[src/rtl/pdm_frontend.sv]
// pdm_frontend -- PDM microphone front end.
//
// Generates the microphone clock (micro_clk) from the system clock, selects
// which microphone of each L/R pair drives the shared data line (sel_lr),
// samples the PDM data lines at the end of each micro_clk phase and turns
// every sampled bit into a small signed word (+1 for 1, -1 for 0).
//
// Parameters
//   CLK_DIV    clk cycles per micro_clk period; even, >= 4 (>= 8 with the
//              input synchronizer enabled)
//   NUM_LINES  number of PDM data lines (one L/R mic pair per line)
//   OUT_W      signed sample width per line, >= 2
//
// Ports
//   clk           system clock, the only clock
//   rst           synchronous active-high reset, dominates everything
//   en_i          run enable for micro_clk generation and sampling
//   set_mode_i    mode write data: 00 left-only, 01 right-only, 10 stereo
//                 (11 is ignored)
//   set_mode_val  mode write strobe
//   micro_pdm_i   PDM data lines
//   micro_clk     microphone clock, registered, 50% duty
//   sel_lr        microphone select, 1 only in right-only mode
//   pdm_o         sample word, line k in pdm_o[k*OUT_W +: OUT_W]
//   pdm_vld       one-cycle strobe marking a new sample word
//   pdm_ch        channel tag of the word (0 = left, 1 = right)
//   dbg_state     current run state (0 = parked, 1 = running)
//
// Output protocol: pdm_vld is a one-cycle valid strobe with no ready/back-
// pressure; pdm_o and pdm_ch are valid in the pdm_vld cycle and hold their
// value until the next strobe.
//
// Build option: define PDM_INSYNC_EN to pass each data line through a
// 2-flop synchronizer before capture. Capture points stay the same, so the
// data seen at a capture point is the line value from 2 clk earlier.

module pdm_frontend #(
    parameter int CLK_DIV   = 4,
    parameter int NUM_LINES = 1,
    parameter int OUT_W     = 2
) (
    input  logic                       clk,
    input  logic                       rst,
    input  logic                       en_i,
    input  logic [1:0]                 set_mode_i,
    input  logic                       set_mode_val,
    input  logic [NUM_LINES-1:0]       micro_pdm_i,
    output logic                       micro_clk,
    output logic                       sel_lr,
    output logic [NUM_LINES*OUT_W-1:0] pdm_o,
    output logic                       pdm_vld,
    output logic                       pdm_ch,
    output logic                       dbg_state
);

    localparam int CNT_W = (CLK_DIV > 2) ? $clog2(CLK_DIV) : 1;
    localparam int WORD_W = NUM_LINES * OUT_W;

    localparam logic [CNT_W-1:0] CNT_LAST      = CNT_W'(CLK_DIV - 1);
    localparam logic [CNT_W-1:0] CNT_HALF_LAST = CNT_W'(CLK_DIV / 2 - 1);
    localparam logic [CNT_W-1:0] CNT_HALF      = CNT_W'(CLK_DIV / 2);

    localparam logic [1:0] MODE_LEFT    = 2'b00;
    localparam logic [1:0] MODE_RIGHT   = 2'b01;
    localparam logic [1:0] MODE_INVALID = 2'b11;

    typedef enum logic {
        ST_PARK = 1'b0,
        ST_RUN  = 1'b1
    } state_e;

    // ------------------------------------------------------------------
    // State
    // ------------------------------------------------------------------
    state_e              state_q,     state_d;
    logic [CNT_W-1:0]    div_cnt_q,   div_cnt_d;
    logic                micro_clk_q, micro_clk_d;
    logic [1:0]          mode_act_q,  mode_act_d;
    logic [1:0]          mode_pend_q, mode_pend_d;
    logic [WORD_W-1:0]   pdm_o_q,     pdm_o_d;
    logic                pdm_vld_q,   pdm_vld_d;
    logic                pdm_ch_q,    pdm_ch_d;

    logic [NUM_LINES-1:0] pdm_bit;
    logic [WORD_W-1:0]    mapped;
    logic                 wrap;
    logic                 cap_left;
    logic                 cap_right;

    // ------------------------------------------------------------------
    // Optional input synchronizer
    // ------------------------------------------------------------------
`ifdef PDM_INSYNC_EN
    logic [NUM_LINES-1:0] sync1_q, sync1_d;
    logic [NUM_LINES-1:0] sync2_q, sync2_d;

    always_comb begin
        sync1_d = micro_pdm_i;
        sync2_d = sync1_q;
    end

    always_ff @(posedge clk) begin
        if (rst) begin
            sync1_q <= '0;
            sync2_q <= '0;
        end else begin
            sync1_q <= sync1_d;
            sync2_q <= sync2_d;
        end
    end

    assign pdm_bit = sync2_q;
`else
    assign pdm_bit = micro_pdm_i;
`endif

    // ------------------------------------------------------------------
    // Bit-to-word mapping: 1 -> +1 (0..01), 0 -> -1 (1..11).
    // The LSB is always 1; the upper bits are the inverted data bit.
    // ------------------------------------------------------------------
    always_comb begin
        mapped = '0;
        for (int k = 0; k < NUM_LINES; k++) begin
            mapped[k*OUT_W +: OUT_W] = {{(OUT_W-1){~pdm_bit[k]}}, 1'b1};
        end
    end

    // ------------------------------------------------------------------
    // Next-state logic
    // ------------------------------------------------------------------
    always_comb begin
        state_d     = state_q;
        div_cnt_d   = div_cnt_q;
        mode_pend_d = mode_pend_q;
        mode_act_d  = mode_act_q;
        pdm_o_d     = pdm_o_q;
        pdm_ch_d    = pdm_ch_q;
        pdm_vld_d   = 1'b0;

        wrap = (state_q == ST_RUN) && (div_cnt_q == CNT_LAST);

        // Captures use the mode active during the current period; a mode
        // taking effect at this wrap only governs the following period.
        cap_left  = (state_q == ST_RUN) && (div_cnt_q == CNT_HALF_LAST) &&
                    (mode_act_q != MODE_RIGHT);
        cap_right = (state_q == ST_RUN) && (div_cnt_q == CNT_LAST) &&
                    (mode_act_q != MODE_LEFT);

        // Period sequencing. A falling en_i is only acted on at the wrap,
        // so the current micro_clk period always completes.
        case (state_q)
            ST_PARK: begin
                if (en_i) begin
                    state_d   = ST_RUN;
                    div_cnt_d = '0;
                end
            end
            ST_RUN: begin
                if (wrap) begin
                    div_cnt_d = '0;
                    if (!en_i) begin
                        state_d = ST_PARK;
                    end
                end else begin
                    div_cnt_d = div_cnt_q + 1'b1;
                end
            end
            default: begin
                state_d   = ST_PARK;
                div_cnt_d = '0;
            end
        endcase

        // micro_clk is high for the first half of the period; computed from
        // the next counter value so the flop lines up with div_cnt_q.
        micro_clk_d = (state_d == ST_RUN) && (div_cnt_d < CNT_HALF);

        // Mode writes land in the pending register; the active mode picks up
        // pending_d so a write coinciding with a wrap applies at that wrap.
        if (set_mode_val && (set_mode_i != MODE_INVALID)) begin
            mode_pend_d = set_mode_i;
        end
        if (wrap || !en_i) begin
            mode_act_d = mode_pend_d;
        end

        if (cap_left || cap_right) begin
            pdm_vld_d = 1'b1;
            pdm_ch_d  = cap_right;
            pdm_o_d   = mapped;
        end
    end

    // ------------------------------------------------------------------
    // Registers
    // ------------------------------------------------------------------
    always_ff @(posedge clk) begin
        if (rst) begin
            state_q     <= ST_PARK;
            div_cnt_q   <= '0;
            micro_clk_q <= 1'b0;
            mode_act_q  <= MODE_LEFT;
            mode_pend_q <= MODE_LEFT;
            pdm_o_q     <= '0;
            pdm_vld_q   <= 1'b0;
            pdm_ch_q    <= 1'b0;
        end else begin
            state_q     <= state_d;
            div_cnt_q   <= div_cnt_d;
            micro_clk_q <= micro_clk_d;
            mode_act_q  <= mode_act_d;
            mode_pend_q <= mode_pend_d;
            pdm_o_q     <= pdm_o_d;
            pdm_vld_q   <= pdm_vld_d;
            pdm_ch_q    <= pdm_ch_d;
        end
    end

    // ------------------------------------------------------------------
    // Outputs
    // ------------------------------------------------------------------
    assign micro_clk = micro_clk_q;
    assign sel_lr    = (mode_act_q == MODE_RIGHT);
    assign pdm_o     = pdm_o_q;
    assign pdm_vld   = pdm_vld_q;
    assign pdm_ch    = pdm_ch_q;
    assign dbg_state = (state_q == ST_RUN);

endmodule
[config.mk]
export PLATFORM = sky130hd
export DESIGN_NAME = pdm_frontend
export DESIGN_NICKNAME = d
export VERILOG_FILES = /design/src/rtl/pdm_frontend.sv
export SDC_FILE = /design/constraint.sdc
export NUM_CORES = 1
export LEC_CHECK = 0
export ABC_CLOCK_PERIOD_IN_PS = 2000
export CELL_PAD_IN_SITES_DETAIL_PLACEMENT = 1
export CELL_PAD_IN_SITES_GLOBAL_PLACEMENT = 2
export CORE_ASPECT_RATIO = 1.5
export CORE_MARGIN = 2
export CORE_UTILIZATION = 26
export DETAILED_ROUTE_END_ITERATION = 10
export GPL_ROUTABILITY_DRIVEN = 0
export GPL_TIMING_DRIVEN = 0
export PLACE_DENSITY_LB_ADDON = 0.1
export SLEW_MARGIN = 20
export SYNTH_ARGS = -nofsm -noshare
export SYNTH_HDL_FRONTEND = slang
export SYNTH_SLANG_ARGS = --single-unit
export TNS_END_PERCENT = 1
[constraint.sdc]
create_clock -name clk -period 2 [get_ports clk]
set_input_delay 0.3 -clock clk [delete_from_list [all_inputs] [get_ports clk]]
set_output_delay 0.3 -clock clk [all_outputs]
set_load 0.05 [all_outputs]
==> results of run 1 <==
## sequential cells by signal (all words and copies together), names as in the netlist
signal,flops
mode_pend_q,2
mode_act_q,2
pdm_ch,1
micro_clk,1
pdm_vld,1
pdm_o,2
dbg_state,1
div_cnt_q,2
## cell families (layout without fill, tap and decap cells)
kind of cell	after synthesis	after routing	share of synthesized area, %
adder cells (fa/ha/maj)	2	2	4.85
multiplexers	2	2	5.10
buffers and inverters	4	21	2.91
flip-flops	12	12	46.6
AO/OA/AOI/OAI	14	14	18.4
AND/OR/NAND/NOR	23	23	22.1
## worst min-delay path by stage
stage	cells past startpoint	start	end	slack (ns)
CTS	2	pdm_o[0]	pdm_o[0]	0.47
floorplan	1	rst	micro_clk	0.38
detailed placement	2	pdm_o[0]	pdm_o[0]	0.46
global placement	2	pdm_o[0]	pdm_o[0]	0.44
global route	2	pdm_o[0]	pdm_o[0]	0.50
finish	2	pdm_o[0]	pdm_o[0]	0.46
## final cells by class
class,instances,area (sq um),share of cell area (%)
buffer,1,3.75,0.528
clock buffer,4,36.3,5.11
inverter,3,11.3,1.58
multi-input combinational,41,260,36.6
sequential,12,240,33.8
tap,21,26.3,3.70
timing repair buffer,13,133,18.7
## power by group
group / internal, mW / switching, mW
clock: 0.111 / 0.0816
sequential: 0.249 / 0.00936
combinational: 0.0339 / 0.0386
total: 0.393 / 0.130
## placed cells by master (no fill, tap or decap), drive strengths merged
cell / Yosys / final
nand3: 2 / 2
nand2: 3 / 3
a2bb2o: 1 / 1
nor3: 1 / 1
nor2b: 5 / 5
a21oi: 7 / 7
inv: 3 / 3
nor3b: 1 / 1
o221ai: 1 / 1
o211ai: 2 / 2
clkdlybuf4s50: 0 / 12
nand2b: 3 / 3
dlymetal6s2s: 0 / 1
mux2: 2 / 2
o21ai: 2 / 2
dfxtp: 12 / 12
ha: 2 / 2
clkbuf: 0 / 4
nor2: 8 / 8
buf: 1 / 1
a21bo: 1 / 1
## what timing repair did
action	in CTS	in global routing
setup buffers	0	0
setup endpoints to repair	0	1
resized for setup	0	1
## layer usage
metal | global-route usage [%] | part of all wire, % | up-vias
met5 | 0 | 0 | -
met4 | 7.14 | 1.5 | 0
met3 | 3.40 | 5.1 | 2
met2 | 19.3 | 52 | 11
met1 | 12.8 | 41 | 215
li1 | - | - | 226
==> impl_metrics.yaml, run 1 <==
critical_path:
  cpPeakStageDelay_ns: 0.86
  cp.depth: 1
  crit_path_start: "dbg_state"
  crit_buf_inv: 1
  cp-end-kind: "primary output"
  r2r-start: "div_cnt_q[0]"
  rr_endpoint: "pdm_o[1]"
  reg2regPathDepth: 4
  cp-start-kind: "register"
  slowest_stage: "clkdlybuf4s50_1"
  crit_required_ns: 1.70
  crit_type: "reg -> out"
  cp_cell_sequence: "clkdlybuf4s50_1"
  endpoint: "dbg_state"
  cp_data_arrival_time_ns: 1.63
  cp_max_fo: 9
  cp_top_family: "buffers and inverters"
  r2r_slack_ns: 0.40
cells_and_area:
  fin_nets: 84
  area_growth_pct: 37.9
  stdcell_area_sq_um: 711
  stdcell_count: 95
  antenna_cells: 0
  final_core_util_pct: 38.3
  nFillCells: 224
  drive_gt1_share_pct: 8.11
global_routing:
  grt-ovfl-total: 0
  grt_max_degree: 11
  track_usage_pct: 11.9
  antenna_found_initial: 0
  grt_pass1_wl_mm: 1.91
  grt_pass1_vias: 457
timing:
  rsz0062_at_grt: "false"
  min_period_over_period_pct: 96.7
  worstMarginPinSlew_ns: 0.497
  fin_crit_ns: 1.93
  setup_ws_ns: 0.0666
  fmax_mhz: 517
  whs_ns: 0.461
  maxSlewViolCount: 0
  relSlewSlack_pct: 66.8
  hold_violations: 0
  setup_viol: 0
  setup_tns_ns: 0
  fin_worst_skew_ns: 0.00249
synth:
  yosys_warnings: 0
  yosysUniqueCellTypes: 19
  synth_largest_area_cell: "dfxtp_1"
  synth_top_flop_cell: "dfxtp_1"
  synth_area_leaders: "dfxtp_1 47%, a21oi_1 6.8%, nor2b_1 6.1%"
  synth_edf_count: 0
  synth_area_sq_um: 515
  postSynthAreaPerCell_sq_um: 9.04
  synth_top_area_share_pct: 46.6
  synthesis.nets: 66
  ys_ff_latch: 12
  synth_cells: 57
  post-synth-top-count-cell: "dfxtp_1"
  async_flop_share_pct: 0
  yosys-top-cells-count: "12 x dfxtp_1, 8 x nor2_1, 7 x a21oi_1"
  yosysSeqAreaShare_pct: 46.6
drt:
  drc: 0
  routed_wl_mm: 1.09
  post_drt_wl_per_cell_microns: 11.5
  drtPass1Iterations: 2
  vias: 454
  ant_nets: 0
  first_iter_violations: 2
  viasPerCell: 4.78
floorplan:
  rows: 19
  die_h_microns: 58.5
  die_w_microns: 40.4
  initial_utilization_pct: 27.8
  dieArea_sq_um: 2360
  io_pins: 14
  core_area_sq_um: 1850
clocking:
  cts_made_buffers: 3
  cts_tree: "yes"
  clk_latency_ns: 0.27
  clk_pin_slew_ns: 0.08
  ctsRootBufferMaster: "clkbuf_4"
  cts_hold_buf: 0
  clk_path_buf_depth: 2
  cts_max_level: 1
  numClockSinks: 12
power_and_ir_drop:
  total_power_uw: 523
  power_density_nw_per_um2: 736
  peakVddDrop_mv: 0.245
  p_leak_nw: 0.280
placed_design:
  io_buffer_count: 13
  dp.cells: 91
  dp.final_hpwl_microns: 852
  pre_cts_ws_ns: 0.350
  postPlaceCellArea_sq_um: 672
flow_run:
  cap_viol_max_count: 0
status:
  status: "finished, final reports clean"
hold_path:
  hold_path_class: "reg -> reg"
(Power assumes the default switching activity.)
==> inputs of run 2 (changes only) <==
CAP_MARGIN = 20   (was not set)
CORE_MARGIN = 4   (was 2)
==> impl_metrics.yaml, run 2 (same netlist as run 1, synthesis figures left out) <==
critical_path:
  cp_cell_sequence: "nor2b_1 -> clkdlybuf4s50_1"
  cp_data_arrival_time_ns: 1.60
  cp-end-kind: "primary output"
  r2r_slack_ns: 0.39
  crit_path_start: "mode_act_q[0]"
  r2r-start: "div_cnt_q[0]"
  cpPeakStageDelay_ns: 0.80
  cp_max_fo: 4
  slowest_stage: "clkdlybuf4s50_1"
  cp-start-kind: "register"
  crit_type: "reg -> out"
  rr_endpoint: "pdm_o[1]"
  reg2regPathDepth: 4
  crit_required_ns: 1.70
power_and_ir_drop:
  p_leak_nw: 0.268
  peakVddDrop_mv: 0.264
  power_density_nw_per_um2: 680
  total_power_uw: 474
floorplan:
  initial_utilization_pct: 27.8
  core_area_sq_um: 1850
  rows: 19
  die_w_microns: 44.4
  io_pins: 14
  die_h_microns: 62.5
  dieArea_sq_um: 2770
placed_design:
  io_buffer_count: 13
  dp.final_hpwl_microns: 856
drt:
  drtPass1Iterations: 3
  routed_wl_mm: 1.09
  first_iter_violations: 2
  vias: 442
  drc: 0
  viasPerCell: 4.70
  ant_nets: 0
  post_drt_wl_per_cell_microns: 11.6
cells_and_area:
  antenna_cells: 0
  final_cell_mix: "12 x dfxtp_1, 12 x clkdlybuf4s50_1, 8 x nor2_1, 7 x a21oi_1, 5 x nor2b_1"
  nFillCells: 228
  area_growth_pct: 35.2
  fin_nets: 84
  drive_gt1_share_pct: 6.85
global_routing:
  grt_pass1_wl_mm: 1.86
  track_usage_pct: 9.12
  antenna_found_initial: 0
  grt_pass1_vias: 468
  grt_max_degree: 11
  grt-ovfl-total: 0
timing:
  rsz0062_at_grt: "false"
  fmax_mhz: 527
  min_period_over_period_pct: 94.8
  worstMarginPinSlew_ns: 0.502
  maxSlewViolCount: 0
  fin_crit_ns: 1.90
  hold_violations: 0
  setup_tns_ns: 0
  setup_viol: 0
  fin_worst_skew_ns: 0.00274
  relSlewSlack_pct: 66.5
clocking:
  clk_latency_ns: 0.26
  cts_tree: "yes"
  clk_pin_slew_ns: 0.07
  cts_hold_buf: 0
  ctsResizeCount: 0
  ctsRootBufferMaster: "clkbuf_4"
  clk_path_buf_depth: 2
  numClockSinks: 12
  cts_made_buffers: 3
  post-cts-setup-buffers: 0
  cts_max_level: 1
hold_path:
  whs_path_depth: 2
  hold_path_class: "reg -> reg"
  hp-start: "pdm_o[0]"
  min_to: "pdm_o[0]"
flow_run:
  cap_viol_max_count: 0
status:
  status: "finished, final reports clean"
==> run 2: cell count changes in the layout (fill, tap and decap cells not counted) <==
cell,before,now
clkbuf_8,1,0
==> run 2: critical path, delay by kind of cell (launching register included) <==
family        cells  cell delay [ns]
simple gates      1             0.15
buf+inv           1             0.80
flops             1             0.38
==> run 2: worst max-delay path by stage <==
| stage | end | slack (ns) |
|---|---|---|
| after global placement | dbg_state | 0.36 |
| after global routing | sel_lr | 0.009 |
| after CTS | dbg_state | 0.06 |
| after detailed placement | dbg_state | 0.35 |
| after floorplan | pdm_o[1] | 0.52 |
| final | sel_lr | 0.10 |
==> run 2: area by class of cell <==
type / count / area (sq um) / area share, %
inverters: 3 / 11.3 / 1.62
repair buffers: 13 / 133 / 19.0
flip-flops and latches: 12 / 240 / 34.5
plain buffers: 1 / 3.75 / 0.539
clock buffers: 3 / 22.5 / 3.23
well taps: 21 / 26.3 / 3.77
multi-input cells: 41 / 260 / 37.3
==> run 2: per-layer routing <==
metal	share of wire (%)	GRT usage, %	vias up
met2	53	15.9	13
met5	0	0	-
li1	-	-	227
met4	1.5	6.79	0
met1	38	8.92	200
met3	7.0	1.73	2
==> run 2: where the power goes <==
group          switching [mW]  total, mW  internal, mW  leakage [nW]
registers             0.00902      0.258         0.249        0.0981
logic                  0.0390     0.0729        0.0339         0.156
clock network          0.0737      0.143        0.0695        0.0138
total                   0.122      0.474         0.352         0.268
==> run 2: stage by stage <==
step                      setup slack (ns)  instances  hold WS [ns]  cell area, sq um  util [%]
final                                0.103         94         0.451               697      37.6
after global routing               0.00944         94         0.483               697      37.6
after CTS                           0.0570         94         0.459               694      37.4
after detailed placement             0.351         91         0.447               672      36.2
after global placement               0.356         91         0.437               672      36.2
after floorplan                      0.517         57         0.379               515         -
==> inputs of run 3 (changes only) <==
CORE_MARGIN = not set   (was 4)
==> impl_metrics.yaml, run 3 (same netlist as run 1, synthesis figures left out) <==
critical_path:
  cp_data_arrival_time_ns: 1.61
  crit_type: "reg -> out"
  crit_buf_inv: 1
  cp_cell_sequence: "clkdlybuf4s50_1"
  cp-start-kind: "register"
  slowest_stage: "clkdlybuf4s50_1"
  cp-end-kind: "primary output"
  cp_max_fo: 9
  crit_required_ns: 1.70
  cpPeakStageDelay_ns: 0.86
  cp_top_family: "buffers and inverters"
drt:
  top_layer: "met4"
  vias: 451
  first_iter_violations: 3
  drtPass1Iterations: 2
  post_drt_wl_per_cell_microns: 11.2
  ant_nets: 0
  drc: 0
  wl_met2_microns: 530
  met3_length_microns: 42
  met1_length_microns: 470
  routed_wl_mm: 1.05
  viasPerCell: 4.80
global_routing:
  antenna_found_initial: 0
  grt_pass1_vias: 444
  grt_pass1_wl_mm: 1.84
  track_usage_pct: 12.0
  grt-ovfl-total: 0
  grt_max_degree: 11
cells_and_area:
  area_growth_pct: 34.7
  final_core_util_pct: 37.4
  antenna_cells: 0
  nFillCells: 234
  drive_gt1_share_pct: 6.85
  stdcell_count: 94
  final_common_cell: "clkdlybuf4s50_1"
  fin_nets: 84
  final_cell_mix: "13 x clkdlybuf4s50_1, 12 x dfxtp_1, 8 x nor2_1, 7 x a21oi_1, 5 x nor2b_1"
floorplan:
  dieArea_sq_um: 2170
  rows: 19
  initial_utilization_pct: 27.8
  die_w_microns: 38.4
  core_area_sq_um: 1850
  die_h_microns: 56.5
  io_pins: 14
power_and_ir_drop:
  power_frac_seq_pct: 54.2
  pwr-share-clk_pct: 30.4
  power.internal_uw: 353
  power_density_nw_per_um2: 686
  p_leak_nw: 0.255
  total_power_uw: 476
  swShare_pct: 26.0
  peakVddDrop_mv: 0.319
  comb_power_share_pct: 15.4
  net-switching-power_uw: 124
status:
  status: "finished, final reports clean"
clocking:
  clk_path_buf_depth: 2
  clk_latency_ns: 0.27
  clk_pin_slew_ns: 0.07
  cts_made_buffers: 3
  cts_tree: "yes"
  numClockSinks: 12
  ctsResizeCount: 0
  cts_hold_buf: 0
  post-cts-setup-buffers: 0
  cts_max_level: 1
  ctsRootBufferMaster: "clkbuf_4"
timing:
  rsz0062_at_grt: "false"
  setup_viol: 0
  relSlewSlack_pct: 67.2
  setup_tns_ns: 0
  fin_worst_skew_ns: 0.00417
  hold_violations: 0
  maxSlewViolCount: 0
  fin_crit_ns: 1.91
  fmax_mhz: 523
  worstMarginPinSlew_ns: 0.490
  whs_ns: 0.455
  min_period_over_period_pct: 95.6
hold_path:
  hold_path_class: "reg -> reg"
placed_design:
  dp.final_hpwl_microns: 815
  io_buffer_count: 13
  dp.cells: 91
flow_run:
  cap_viol_max_count: 0
==> run 3: changes by cell type in the layout (fill, tap and decap cells not counted), sizes merged <==
cell,previous run,this run
dlymetal6s2s,1,0
clkdlybuf4s50,12,13
==> run 3: layer usage <==
| layer | track usage [%] | vias to the layer above |
|---|---|---|
| met3 | 3.56 | 2 |
| li1 | - | 227 |
| met1 | 13.1 | 211 |
| met4 | 5.91 | 0 |
| met5 | 0 | - |
| met2 | 19.9 | 11 |
==> run 3: path summary, 6_finish.rpt <==
path                 from   endpoint  slack, ns  depth (start not counted)
min              pdm_o[0]   pdm_o[0]       0.46                          2
min reg2reg      pdm_o[0]   pdm_o[0]       0.46                          2
max             dbg_state  dbg_state       0.09                          1
max reg2reg  div_cnt_q[0]   pdm_o[1]       0.41                          4
==> run 3: through the flow <==
| step | worst slack, ns | area [sq um] |
|---|---|---|
| after floorplan | 0.517 | 515 |
| after global placement | 0.367 | 672 |
| after detailed placement | 0.354 | 672 |
| after CTS | 0.0598 | 694 |
| after global routing | 0.000423 | 694 |
| final | 0.0877 | 694 |
==> run 3: layout make-up <==
type	instances	area (sq um)	share of cell area, %
clock buffer	3	22.5	3.24
inverter	3	11.3	1.62
multi-input combinational	41	260	37.5
buffer	1	3.75	0.541
timing repair buffer	13	130	18.7
tap	21	26.3	3.78
sequential	12	240	34.6
==> run 3: power groups by stage <==
stage / Clock [mW] / Sequential (mW) / Combinational, mW
after floorplan: 0 / 0.275 / 0.0317
after detailed placement: 0 / 0.264 / 0.0746
after CTS: 0.153 / 0.258 / 0.0749
after global placement: 0 / 0.264 / 0.0737
final: 0.145 / 0.258 / 0.0734
after global routing: 0.164 / 0.260 / 0.0800
